<file path="config.mk">
export PLATFORM = sky130hd
export DESIGN_NAME = adder
export DESIGN_NICKNAME = d
export VERILOG_FILES = /design/src/rtl/adder_pkg.sv /design/src/rtl/adder_sat_counter.sv /design/src/rtl/adder.sv
export SDC_FILE = /design/constraint.sdc
export NUM_CORES = 1
export LEC_CHECK = 0
export ABC_AREA = 0
export BUFFER_PORTS_ARGS = -buffer_cell sky130_fd_sc_hd__buf_4
export CORE_MARGIN = 4
export CORE_UTILIZATION = 39
export CTS_CLUSTER_SIZE = 8
export DETAILED_ROUTE_END_ITERATION = 7
export HOLD_SLACK_MARGIN = 0.08
export SYNTH_ARGS = -nofsm -noshare
export SYNTH_HDL_FRONTEND = slang
export SYNTH_SLANG_ARGS = --single-unit
</file>
<file path="constraint.sdc">
create_clock -name clk -period 8.35 [get_ports clk]
set_clock_uncertainty 0.1 [all_clocks]
set_input_delay 1.67 -clock clk [delete_from_list [all_inputs] [get_ports clk]]
set_output_delay 1.67 -clock clk [all_outputs]
set_load 0.02 [all_outputs]
</file>
<file path="src/rtl/adder_pkg.sv">
// Shared widths, node addresses and state encoding for the adder endpoint.
package adder_pkg;

  // AXI-Stream field widths used by the NoC
  localparam int AXIS_MAX_DATAW = 64;
  localparam int DATAW          = 64;
  localparam int AXIS_DESTW     = 4;
  localparam int AXIS_USERW     = 4;
  localparam int AXIS_IDW       = 4;
  localparam int AXIS_STRBW     = 8;
  localparam int AXIS_KEEPW     = 8;

  // Node address of the adder on the NoC
  localparam logic [AXIS_DESTW-1:0] DEST_ADDR = 4'd5;

  // Adder defaults
  localparam int ADDER_ACCW = 64;
  localparam int ADDER_CNTW = 16;

  // ACCUM accepts beats, HOLD presents a finished result
  typedef enum logic {
    ADDER_ST_ACCUM = 1'b0,
    ADDER_ST_HOLD  = 1'b1
  } adder_state_e;

endpackage

</file>
<file path="src/rtl/adder_sat_counter.sv">
// Up-counter that sticks at all-ones; clear wins over increment.
module sat_counter #(
  parameter int W = 16
) (
  input  logic         clk,
  input  logic         rst,
  input  logic         clr,
  input  logic         inc,
  output logic [W-1:0] count
);

  localparam logic [W-1:0] ONE = {{(W-1){1'b0}}, 1'b1};

  logic [W-1:0] r_count;

  // Count up on inc until saturated; rst or clr return to zero
  always_ff @(posedge clk) begin
    if (rst || clr) begin
      r_count <= '0;
    end else if (inc && !(&r_count)) begin
      r_count <= r_count + ONE;
    end
  end

  assign count = r_count;

endmodule

</file>
<file path="src/rtl/adder.sv">
// NoC endpoint: sums addressed AXI-Stream beats per packet and presents
// the total, beat count, overflow flag and source on a valid/ready port.
module adder
  import adder_pkg::*;
#(
  parameter int                     ACCW    = ADDER_ACCW,  // must not exceed DATAW
  parameter logic [AXIS_DESTW-1:0]  MY_ADDR = DEST_ADDR,
  parameter int                     CNTW    = ADDER_CNTW
) (
  input  logic                      clk,
  input  logic                      rst,
  input  logic                      axis_adder_interface_tvalid,
  output logic                      axis_adder_interface_tready,
  input  logic                      axis_adder_interface_tlast,
  input  logic [AXIS_MAX_DATAW-1:0] axis_adder_interface_tdata,
  input  logic [AXIS_DESTW-1:0]     axis_adder_interface_tdest,
  input  logic [AXIS_USERW-1:0]     axis_adder_interface_tuser,
  input  logic [AXIS_IDW-1:0]       axis_adder_interface_tid,
  input  logic [AXIS_STRBW-1:0]     axis_adder_interface_tstrb,
  input  logic [AXIS_KEEPW-1:0]     axis_adder_interface_tkeep,
  output logic                      result_valid,
  input  logic                      result_ready,
  output logic [ACCW-1:0]           result_sum,
  output logic [AXIS_USERW-1:0]     result_src,
  output logic [CNTW-1:0]           result_beats,
  output logic                      result_overflow,
  output logic [CNTW-1:0]           drop_count
);

  localparam logic [CNTW-1:0] CNT_ONE = {{(CNTW-1){1'b0}}, 1'b1};

  adder_state_e            r_state;
  logic [ACCW-1:0]         r_sum;
  logic                    r_ovf;
  logic [ACCW-1:0]         r_res_sum;
  logic [AXIS_USERW-1:0]   r_res_src;
  logic [CNTW-1:0]         r_res_beats;
  logic                    r_res_ovf;

  logic                    w_accept;
  logic                    w_hit;
  logic                    w_miss;
  logic                    w_close;
  logic [ACCW:0]           w_add;
  logic [CNTW-1:0]         w_beats;
  logic [CNTW-1:0]         w_beats_sat;
  logic [CNTW-1:0]         w_drops;
  logic                    w_unused;

  // tid/tstrb/tkeep carry no meaning for this node
  assign w_unused = ^{axis_adder_interface_tid, axis_adder_interface_tstrb,
                      axis_adder_interface_tkeep};

  // Beat classification and the carry-extended running addition
  always_comb begin
    w_accept    = axis_adder_interface_tvalid && (r_state == ADDER_ST_ACCUM);
    w_hit       = w_accept && (axis_adder_interface_tdest == MY_ADDR);
    w_miss      = w_accept && (axis_adder_interface_tdest != MY_ADDR);
    w_close     = w_hit && axis_adder_interface_tlast;
    w_add       = {1'b0, r_sum} + {1'b0, axis_adder_interface_tdata[ACCW-1:0]};
    w_beats_sat = (&w_beats) ? w_beats : (w_beats + CNT_ONE);
  end

  // Beats of the packet in progress; cleared as the packet closes
  sat_counter #(.W(CNTW)) u_beat_cnt (
    .clk   (clk),
    .rst   (rst),
    .clr   (w_close),
    .inc   (w_hit),
    .count (w_beats)
  );

  // Misaddressed beats since reset
  sat_counter #(.W(CNTW)) u_drop_cnt (
    .clk   (clk),
    .rst   (rst),
    .clr   (1'b0),
    .inc   (w_miss),
    .count (w_drops)
  );

  // State, accumulator and result registers
  always_ff @(posedge clk) begin
    if (rst) begin
      r_state     <= ADDER_ST_ACCUM;
      r_sum       <= '0;
      r_ovf       <= 1'b0;
      r_res_sum   <= '0;
      r_res_src   <= '0;
      r_res_beats <= '0;
      r_res_ovf   <= 1'b0;
    end else begin
      case (r_state)
        ADDER_ST_ACCUM: begin
          if (w_close) begin
            r_res_sum   <= w_add[ACCW-1:0];
            r_res_ovf   <= r_ovf | w_add[ACCW];
            r_res_beats <= w_beats_sat;
            r_res_src   <= axis_adder_interface_tuser;
            r_sum       <= '0;
            r_ovf       <= 1'b0;
            r_state     <= ADDER_ST_HOLD;
          end else if (w_hit) begin
            r_sum <= w_add[ACCW-1:0];
            r_ovf <= r_ovf | w_add[ACCW];
          end
        end
        ADDER_ST_HOLD: begin
          if (result_ready) begin
            r_state <= ADDER_ST_ACCUM;
          end
        end
        default: r_state <= ADDER_ST_ACCUM;
      endcase
    end
  end

  assign axis_adder_interface_tready = (r_state == ADDER_ST_ACCUM);
  assign result_valid                = (r_state == ADDER_ST_HOLD);
  assign result_sum                  = r_res_sum;
  assign result_src                  = r_res_src;
  assign result_beats                = r_res_beats;
  assign result_overflow             = r_res_ovf;
  assign drop_count                  = w_drops;

endmodule

</file>
==> flow_summary.json, run 1 <==
{
  "p_int_w": 0.00138,
  "fmax_mhz": 203,
  "grt_overflow": 0,
  "synth_fa_ha_area_frac": 0.0822,
  "antenna_found_initial": 0,
  "layout_commonest_cell": "nand2_1",
  "vias": 9611,
  "power_density_mw_per_mm2": 153,
  "leakagePower_nw": 5.24,
  "ys_seq_area_frac": 0.356,
  "grt_pass1_wl_um": 47700,
  "worstHoldPathCells": 2,
  "min_from": "result_sum[40]$_SDFFE_PP0P_",
  "path_clk_slew_ns": 0.07,
  "synthArstFlopShare": 0,
  "initial_core_util": 0.396,
  "dr.first_iter.drc_count": 550,
  "cts_hold_buffers": 0,
  "tritoncts": "yes",
  "core_area_sq_mm": 0.0260,
  "clockPowerShare": 0.440,
  "worstPathRequired_ns": 8.62,
  "avgSynthCellArea_sq_um": 8.07,
  "die_height_um": 170,
  "hold_ws_ns": 0.355,
  "vias_per_cell": 5.47,
  "avgRoutedWirePerCell_um": 16.8,
  "synth_xor_area_frac": 0.0809,
  "clk_path_buf_depth": 2,
  "period_minus_slack_ns": 4.93,
  "synthMuxAreaShare": 0.00389,
  "relSlewSlack": 0.265,
  "firstDrtPassIters": 5,
  "drv_slew": 0,
  "rows": 59,
  "dp_cells": 1724,
  "rr_worst_depth": 12,
  "synth_compound_area_frac": 0.250,
  "drive_gt1_frac": 0.164,
  "dpl.hpwl_um": 21900,
  "reg2reg_slack_ns": 4.44,
  "swShare": 0.275,
  "critical_path_class": "primary input to register",
  "syn_inst": 1274,
  "critPathCaptureType": "register",
  "routed_wl_um": 29500,
  "setup_viol": 0,
  "hold_class": "register to register",
  "yosys_most_used_dff": "dfxtp_1",
  "reg2reg_to": "result_sum[62]$_SDFFE_PP0P_",
  "num_io_pins": 200,
  "clkSinkCount": 183,
  "synth_cell_types": 67,
  "grt_max_degree": 78,
  "cts_buffers": 17,
  "synth_nets": 1438,
  "synth_enable_flop_cells": 0,
  "final-hold-violation-count": 0,
  "ant_nets": 0,
  "track_usage": 0.199,
  "vdd_ir_drop_max_mv": 0.0901,
  "drv_cap": 0,
  "io_buffers": 179,
  "total_power_w": 0.00191,
  "cp-start-kind": "primary input",
  "clock-root-buffer": "clkbuf_16",
  "htreeDepth": 4,
  "seqPwrFrac": 0.464,
  "cts_resized": 0,
  "power_frac_comb": 0.096,
  "crit_fanout": 4,
  "post_cts_buffers": 0,
  "yosysWarningCount": 0,
  "drc": 0,
  "ys_ff_latch": 183,
  "nets": 1572,
  "grt_pass1_vias": 9286,
  "hold_path_end": "result_sum[40]$_SDFFE_PP0P_",
  "clk_latency_ns": 0.44,
  "tns_ns": 0,
  "synth-simple-area-share": 0.196,
  "antenna_cells": 0,
  "syn_area_sq_mm": 0.0103,
  "instances_no_fill": 1756,
  "switchingPower_w": 0.000525,
  "tightestPinTransition_ns": 1.10,
  "outcome": "completed",
  "area_delta_synth_final_pct": 21.0,
  "dieArea_sq_mm": 0.0290,
  "layout_worst_path_cycle_share": 0.591,
  "synth_top_family_by_area": "compound AO/OA/AOI/OAI gates",
  "rsz0062_at_grt": "false",
  "die_w_um": 170,
  "r2r_start": "r_sum[0]$_SDFFE_PP0P_",
  "crit_arrival_ns": 5.20,
  "gp_congestion": 0.914,
  "final_cell_mix": "190 x nand2_1, 185 x buf_4, 183 x dfxtp_1"
}
registers in the layout, indices dropped and copies added (netlist names):
register and flops:
r_sum 64, result_sum 64, result_beats 16, u_beat_cnt.count 16, u_drop_cnt.count 16, result_src 4
r_ovf 1, result_overflow 1, result_valid 1
cell type report:
cell class	count	area, sq um
inverter	11	41.3
tap	335	419
timing repair buffer	185	1390
fill	2616	13500
multi-input combinational	1010	6330
clock buffer	17	425
sequential	183	3660
clock inverter	15	175
power groups by stage:
stage	registers (W)	clock network [W]	logic [W]
global route	0.000884	0.000891	0.000201
global placement	0.000904	0	0.000182
detailed placement	0.000904	0	0.000183
floorplan	0.000909	0	0.000107
finish	0.000883	0.000839	0.000183
CTS	0.000884	0.000858	0.000184
worst max-delay path, cell delays in order:
cell,delay [ns]
buf_4,0.11
ha_1,0.21
fa_1,0.43
a21o_1,0.24
a221o_1,0.34
a311oi_2,0.41
nor3_1,0.18
a211oi_4,0.36
o21ai_2,0.17
a41oi_4,0.26
nor4_1,0.11
or4b_1,0.56
a21oi_1,0.15
per-layer routing:
layer	up-vias	global-route usage	part of all wire
met4	0	0.0479	0.014
met2	272	0.326	0.46
met5	-	0	0
met3	28	0.0509	0.066
li1	4840	-	-
met1	4471	0.265	0.46
synthesized netlist by cell type (3+ instances only):
library cell  instances  share of area
xnor2_1              48          0.041
dfxtp_1             183           0.36
nor3b_1               4         0.0029
a311oi_1             12          0.010
o31ai_1               3         0.0022
and2_1                8         0.0049
nor3_1               18         0.0088
a22oi_1              23          0.017
nand3_1              20         0.0097
a211o_1               5         0.0043
a21o_1               28          0.020
nand2b_1              9         0.0055
ha_1                 66          0.080
o21ai_0              58          0.028
clkbuf_1             60          0.022
or4_1                 3         0.0022
a22o_1               47          0.040
nor2b_1               4         0.0024
xor2_1               47          0.040
o21bai_1              9         0.0066
buf_1                 7         0.0026
nor4_1                7         0.0043
and3_1               17          0.010
o21a_1               10         0.0073
mux2i_1               4         0.0039
or3_1                 6         0.0037
a31oi_1               6         0.0037
nand2_1             191          0.070
nor2_1              134          0.049
inv_1                11         0.0040
nand4_1              24          0.015
a21oi_1             148          0.072
a211oi_1              9         0.0066
stage by stage:
step | instance area, sq um | util | setup slack, ns
2_1_floorplan | 10300 | - | 3.71
3_3_place_gp | 11800 | 0.456 | 3.04
3_5_place_dp | 11800 | 0.456 | 3.03
4_1_cts | 12400 | 0.479 | 3.47
5_1_grt | 12400 | 0.479 | 3.31
6_report | 12400 | 0.479 | 3.42
how the worst max path moves through the flow:
stage               cells past startpoint                     startpoint                     endpoint  slack (ns)
floorplan                              12  axis_adder_interface_tdata[0]  result_sum[62]$_SDFFE_PP0P_        3.71
finish                                 13  axis_adder_interface_tdata[0]  result_sum[62]$_SDFFE_PP0P_        3.42
detailed placement                     13  axis_adder_interface_tdata[0]  result_sum[62]$_SDFFE_PP0P_        3.03
global placement                       13  axis_adder_interface_tdata[0]  result_sum[62]$_SDFFE_PP0P_        3.04
CTS                                    13  axis_adder_interface_tdata[0]  result_sum[62]$_SDFFE_PP0P_        3.47
global route                           13  axis_adder_interface_tdata[0]  result_sum[62]$_SDFFE_PP0P_        3.31
kinds of logic after synthesis:
kind of cell | after synthesis
AOI/OAI and AO/OA | 388
muxes | 4
and+or+nand+nor | 456
xor gates and xnor gates | 95
buffers and inverters | 81
DFF | 183
adders and majority gates | 67
Note: power is estimated with default switching activity, not from simulation.
==> run 2, diff against run 1 <==
- ABC_AREA: 0 -> 1
- clock period: 8.35 -> 5.2 ns (I/O delays scaled with it)
==> flow_summary.json, run 2 <==
{
  "die_height_um": 188,
  "rr_worst_depth": 10,
  "cp-start-kind": "primary input",
  "post_cts_buffers": 0,
  "wl_met3_um": 2580,
  "grt_overflow": 0,
  "layout_worst_path_cycle_share": 0.603,
  "min_from": "result_sum[59]$_SDFFE_PP0P_",
  "setup_viol": 0,
  "final-hold-violation-count": 0,
  "clkSinkCount": 183,
  "worstPathRequired_ns": 5.48,
  "grt_pass1_vias": 12215,
  "syn_area_sq_mm": 0.0126,
  "drv_cap": 0,
  "reg2reg_to": "r_sum[25]$_SDFFE_PP0P_",
  "hold_path_end": "result_sum[59]$_SDFFE_PP0P_",
  "drv_slew": 0,
  "fin_ws_ns": 2.07,
  "grt_pass1_wl_um": 66500,
  "dieArea_sq_mm": 0.0353,
  "relSlewSlack": 0.343,
  "synthArstFlopShare": 0,
  "wl_met1_um": 20900,
  "fmax_mhz": 319,
  "layout_commonest_cell": "nand2_1",
  "power_density_mw_per_mm2": 207,
  "cts_buffers": 17,
  "htreeDepth": 4,
  "tightestPinTransition_ns": 0.986,
  "avgSynthCellArea_sq_um": 6.07,
  "vias_per_cell": 4.86,
  "cts_resized": 0,
  "ys_top_cells_by_area": "dfxtp_1 29%, nand2_1 23%, inv_1 10%",
  "ys_seq_area_frac": 0.290,
  "r2r_start": "r_sum[8]$_SDFFE_PP0P_",
  "synth_enable_flop_cells": 0,
  "rows": 65,
  "yosysMostFrequentCell": "nand2_1",
  "initial_core_util": 0.398,
  "antenna_found_initial": 0,
  "vias": 12931,
  "synth_nets": 2245,
  "io_buffers": 179,
  "core_area_sq_mm": 0.0317,
  "num_io_pins": 200,
  "clk_latency_ns": 0.47,
  "syn_inst": 2081,
  "dpl.hpwl_um": 33900,
  "hold_class": "register to register",
  "final_cell_mix": "773 x nand2_1, 341 x inv_1, 185 x buf_4",
  "ys_ff_latch": 183,
  "synth_commonest_cells": "773 x nand2_1, 341 x inv_1, 183 x dfxtp_1",
  "multiInputGateArea_sq_mm": 0.00743,
  "leakagePower_nw": 7.79,
  "track_usage": 0.237,
  "firstDrtPassIters": 5,
  "critPathCaptureType": "register",
  "path_clk_slew_ns": 0.07,
  "nets": 2408,
  "rsz0062_at_grt": "false",
  "gp_congestion": 0.941,
  "critical_path_class": "primary input to register",
  "area_delta_synth_final_pct": 18.1,
  "routed_wl_um": 42300,
  "yosysWarningCount": 0,
  "cts_hold_buffers": 0,
  "regArea_sq_mm": 0.00366,
  "met2WireLength_um": 18400,
  "die_w_um": 188,
  "ant_nets": 0,
  "top_layer": "met4",
  "reg2reg_slack_ns": 2.54,
  "synth_cell_types": 47,
  "yosys_most_used_dff": "dfxtp_1",
  "synth_area_leader_cell": "dfxtp_1",
  "utilization": 0.470,
  "synth_top_area_share": 0.290,
  "antenna_cells": 0,
  "clk_path_buf_depth": 2,
  "fill_cells": 3477,
  "drc": 0,
  "grt_max_degree": 74,
  "dp_slack_ns": 1.57,
  "tns_ns": 0,
  "outcome": "completed",
  "vdd_ir_drop_max_mv": 0.221,
  "crit_arrival_ns": 3.42,
  "tritoncts": "yes",
  "period_minus_slack_ns": 3.13,
  "avgRoutedWirePerCell_um": 15.9,
  "dr.first_iter.drc_count": 942,
  "clock-root-buffer": "clkbuf_16",
  "drive_gt1_frac": 0.138,
  "crit_fanout": 40,
  "worstHoldPathCells": 2
}
run 2: changes by cell type after synthesis, sizes merged, moves of 24 or more:
cell and change:
nand2 +611, inv +344, nand3 +114, clkbuf -35, a22o -31, xor2 -29
a21o -28, nor2 +27, xnor2 -24
run 2: routing by layer:
layer / vias up / global-route usage
met5: - / 0
met4: 0 / 0.0503
met3: 26 / 0.0452
met2: 307 / 0.368
met1: 5842 / 0.345
li1: 6756 / -
run 2: final cells by class:
cell class | instances | area share
Multi-Input combinational cell | 1501 | 0.498
Sequential cell | 183 | 0.246
Timing Repair Buffer | 185 | 0.0932
Inverter | 356 | 0.0896
Tap cell | 402 | 0.0337
Clock buffer | 17 | 0.0285
Clock inverter | 14 | 0.0109
run 2: worst max-delay path by stage:
| stage | slack, ns | cells after the start | startpoint | to |
|---|---|---|---|---|
| finish | 2.07 | 9 | axis_adder_interface_tdest[1] | result_sum[7]$_SDFFE_PP0P_ |
| global route | 1.86 | 9 | axis_adder_interface_tdest[1] | result_sum[12]$_SDFFE_PP0P_ |
| CTS | 2.07 | 9 | axis_adder_interface_tdest[1] | result_sum[7]$_SDFFE_PP0P_ |
| detailed placement | 1.57 | 9 | axis_adder_interface_tdest[1] | result_sum[8]$_SDFFE_PP0P_ |
| global placement | 1.61 | 9 | axis_adder_interface_tdest[1] | result_sum[3]$_SDFFE_PP0P_ |
| floorplan | 2.40 | 11 | axis_adder_interface_tdata[0] | r_sum[24]$_SDFFE_PP0P_ |
run 2: stage by stage:
| step | cells | hold WS (ns) | area, sq um | total power, W |
|---|---|---|---|---|
| 3_5_place_dp | 2627 | 0.341 | 14300 | 0.00178 |
| 5_1_grt | 2658 | 0.367 | 14900 | 0.00321 |
| 4_1_cts | 2658 | 0.354 | 14900 | 0.00312 |
| 3_3_place_gp | 2627 | 0.338 | 14300 | 0.00178 |
| 6_report | 2658 | 0.351 | 14900 | 0.00309 |
| 2_1_floorplan | 2081 | 0.349 | 12600 | 0.00166 |
run 2: critical path: stages:
cell	delay, ns
buf_4	0.11
nor3_2	0.21
nand3_2	0.15
inv_2	0.16
nand2_2	0.12
nor2_4	0.42
buf_4	0.56
inv_2	0.37
o21ai_0	0.25
run 2: where the power goes:
part | internal [W] | switching (W)
Clock | 0.000682 | 0.000654
Sequential | 0.00141 | 0.00000883
Combinational | 0.000118 | 0.000209
run 2: kinds of logic after synthesis:
family | synth area share
flip-flops | 0.290
XOR/XNOR | 0.0291
AO/OA/AOI/OAI | 0.0964
AND/OR/NAND/NOR | 0.396
adder cells (fa/ha/maj) | 0.0670
buffers and inverters | 0.121
==> run 3, diff against run 2 <==
- ABC_AREA: 1 -> 0
- clock period: 5.2 -> 2.8 ns (I/O delays scaled with it)
==> flow_summary.json, run 3 (synthesized netlist as in run 1, its figures left out) <==
{
  "setup_viol": 63,
  "die_height_um": 170,
  "path_cells": "ha_4 > fa_2 > a21o_1 > a221o_1 > a311oi_2 > buf_4 > nor3_4 > a211oi_4 > o21ai_2 > a41oi_4 > nor4_2 > or4b_1 > a21oi_1",
  "leakagePower_nw": 6.82,
  "dp_slack_ns": -0.859,
  "grt_max_degree": 68,
  "worstHoldPathCells": 3,
  "routed_wl_um": 33900,
  "critPathSlowestCell": "or4b_1",
  "drv_cap": 0,
  "crit_arrival_ns": 3.52,
  "worstPathBufferInverterCount": 1,
  "vias_per_cell": 5.34,
  "path_clk_slew_ns": 0.08,
  "avgRoutedWirePerCell_um": 16.9,
  "violations": "negative setup slack",
  "num_io_pins": 200,
  "htreeDepth": 4,
  "seqPwrFrac": 0.439,
  "dr.first_iter.drc_count": 628,
  "vias": 10703,
  "dp_cells": 1956,
  "critPathMaxStageDelay_ns": 0.50,
  "antenna_found_initial": 0,
  "period_minus_slack_ns": 3.25,
  "fmax_mhz": 308,
  "dieArea_sq_mm": 0.0290,
  "outcome": "complete, but fails checks",
  "hold_ws_ns": 0.259,
  "worstPathRequired_ns": 3.08,
  "hold_class": "primary input to register",
  "tritoncts": "yes",
  "fin_ws_ns": -0.447,
  "grt_pass1_vias": 10703,
  "drv_slew": 0,
  "grt_pass1_wl_um": 54700,
  "p_int_w": 0.00424,
  "critPathCaptureType": "register",
  "placed_cell_area_sq_mm": 0.0139,
  "area_delta_synth_final_pct": 52.9,
  "critical_path_class": "register to register",
  "layout_worst_path_cycle_share": 1.16,
  "drive_gt1_frac": 0.378,
  "rsz0062_at_grt": "true",
  "switchingPower_w": 0.00176,
  "final-hold-violation-count": 0,
  "instances_no_fill": 2006,
  "path_delay_family": "compound AO/OA/AOI/OAI gates",
  "die_w_um": 170,
  "nets": 1822,
  "dpl.hpwl_um": 24800,
  "clk_path_buf_depth": 2,
  "clk_latency_ns": 0.45,
  "clockPowerShare": 0.426,
  "clkSinkCount": 183,
  "rows": 59,
  "vdd_ir_drop_max_mv": 0.281,
  "core_area_sq_mm": 0.0260,
  "critical_path_depth": 13,
  "grt_overflow": 0,
  "total_power_w": 0.00600,
  "stdcell_area_sq_mm": 0.0157,
  "ant_nets": 0,
  "layout_commonest_cell": "buf_4",
  "crit_fanout": 2,
  "swShare": 0.293,
  "power_frac_comb": 0.135,
  "initial_core_util": 0.396,
  "drc": 0,
  "rr_worst_depth": 13,
  "io_buffers": 179,
  "track_usage": 0.229,
  "relSlewSlack": 0.497,
  "firstDrtPassIters": 5,
  "tightestPinTransition_ns": 0.755,
  "power_density_mw_per_mm2": 382,
  "cts_buffers": 17,
  "cp-start-kind": "register",
  "clock-root-buffer": "clkbuf_16",
  "antenna_cells": 0,
  "gp_congestion": 0.926,
  "final_cell_mix": "397 x buf_4, 184 x nand2_1, 169 x dfxtp_1"
}
## run 3: cell types whose count changed in the layout (fill, tap and decap cells not counted), sizes merged, moves of 28 or more
cell,change
xor2,+29
a22o,+31
nand3,-114
buf,+250
nand2,-611
inv,-344
a21o,+28
## run 3: what timing repair did
item,4_1_cts,5_1_grt
gates resized for setup,110,88
setup buffers,17,12
setup endpoints to repair,70,104
cloned,0,0
pin swaps,66,60
hold buffers,0,0
hold endpoints to repair,0,0
## run 3: stage by stage
stage | TNS (ns) | util
global route | -19.02 | 0.605
floorplan | -6.02 | -
global placement | -42.33 | 0.535
detailed placement | -46.09 | 0.535
CTS | -12.51 | 0.586
finish | -10.72 | 0.605
## run 3: cell type report
type | count | area, sq um
Clock buffer | 17 | 425
Timing Repair Buffer | 435 | 3450
Inverter | 11 | 41.3
Multi-Input combinational cell | 1010 | 7510
Tap cell | 335 | 419
Sequential cell | 183 | 3680
Fill cell | 2306 | 10300
Clock inverter | 15 | 195
## run 3: power by group through the flow
stage	combinational (W)	clock [W]	sequential (W)
2_1_floorplan	0.000339	0	0.00271
3_3_place_gp	0.000711	0	0.00270
3_5_place_dp	0.000715	0	0.00270
4_1_cts	0.000773	0.00261	0.00264
5_1_grt	0.000878	0.00272	0.00264
6_report	0.000809	0.00256	0.00264
## run 3: final timing paths
path / slack, ns / end / from
min reg2reg: 0.36 / result_sum[49]$_SDFFE_PP0P_ / result_sum[49]$_SDFFE_PP0P_
max: -0.45 / result_sum[62]$_SDFFE_PP0P_ / r_sum[0]$_SDFFE_PP0P_
max reg2reg: -0.45 / result_sum[62]$_SDFFE_PP0P_ / r_sum[0]$_SDFFE_PP0P_
min: 0.26 / result_src[0]$_SDFFE_PP0P_ / axis_adder_interface_tuser[0]
## run 3: metal layers
| layer | vias to the layer above | part of all wire | global-route usage |
|---|---|---|---|
| met2 | 257 | 0.48 | 0.389 |
| met4 | 0 | 0.012 | 0.0535 |
| met1 | 5075 | 0.45 | 0.299 |
| met5 | - | 0 | 0 |
| met3 | 31 | 0.056 | 0.0497 |
| li1 | 5340 | - | - |
## run 3: worst reg2reg max path, stage by stage (launching register included)
cell      delay, ns
dfxtp_2        0.34
ha_4           0.16
fa_2           0.34
a21o_1         0.19
a221o_1        0.37
a311oi_2       0.20
buf_4          0.17
nor3_4         0.05
a211oi_4       0.23
o21ai_2        0.11
a41oi_4        0.17
nor4_2         0.07
or4b_1         0.50
a21oi_1        0.18
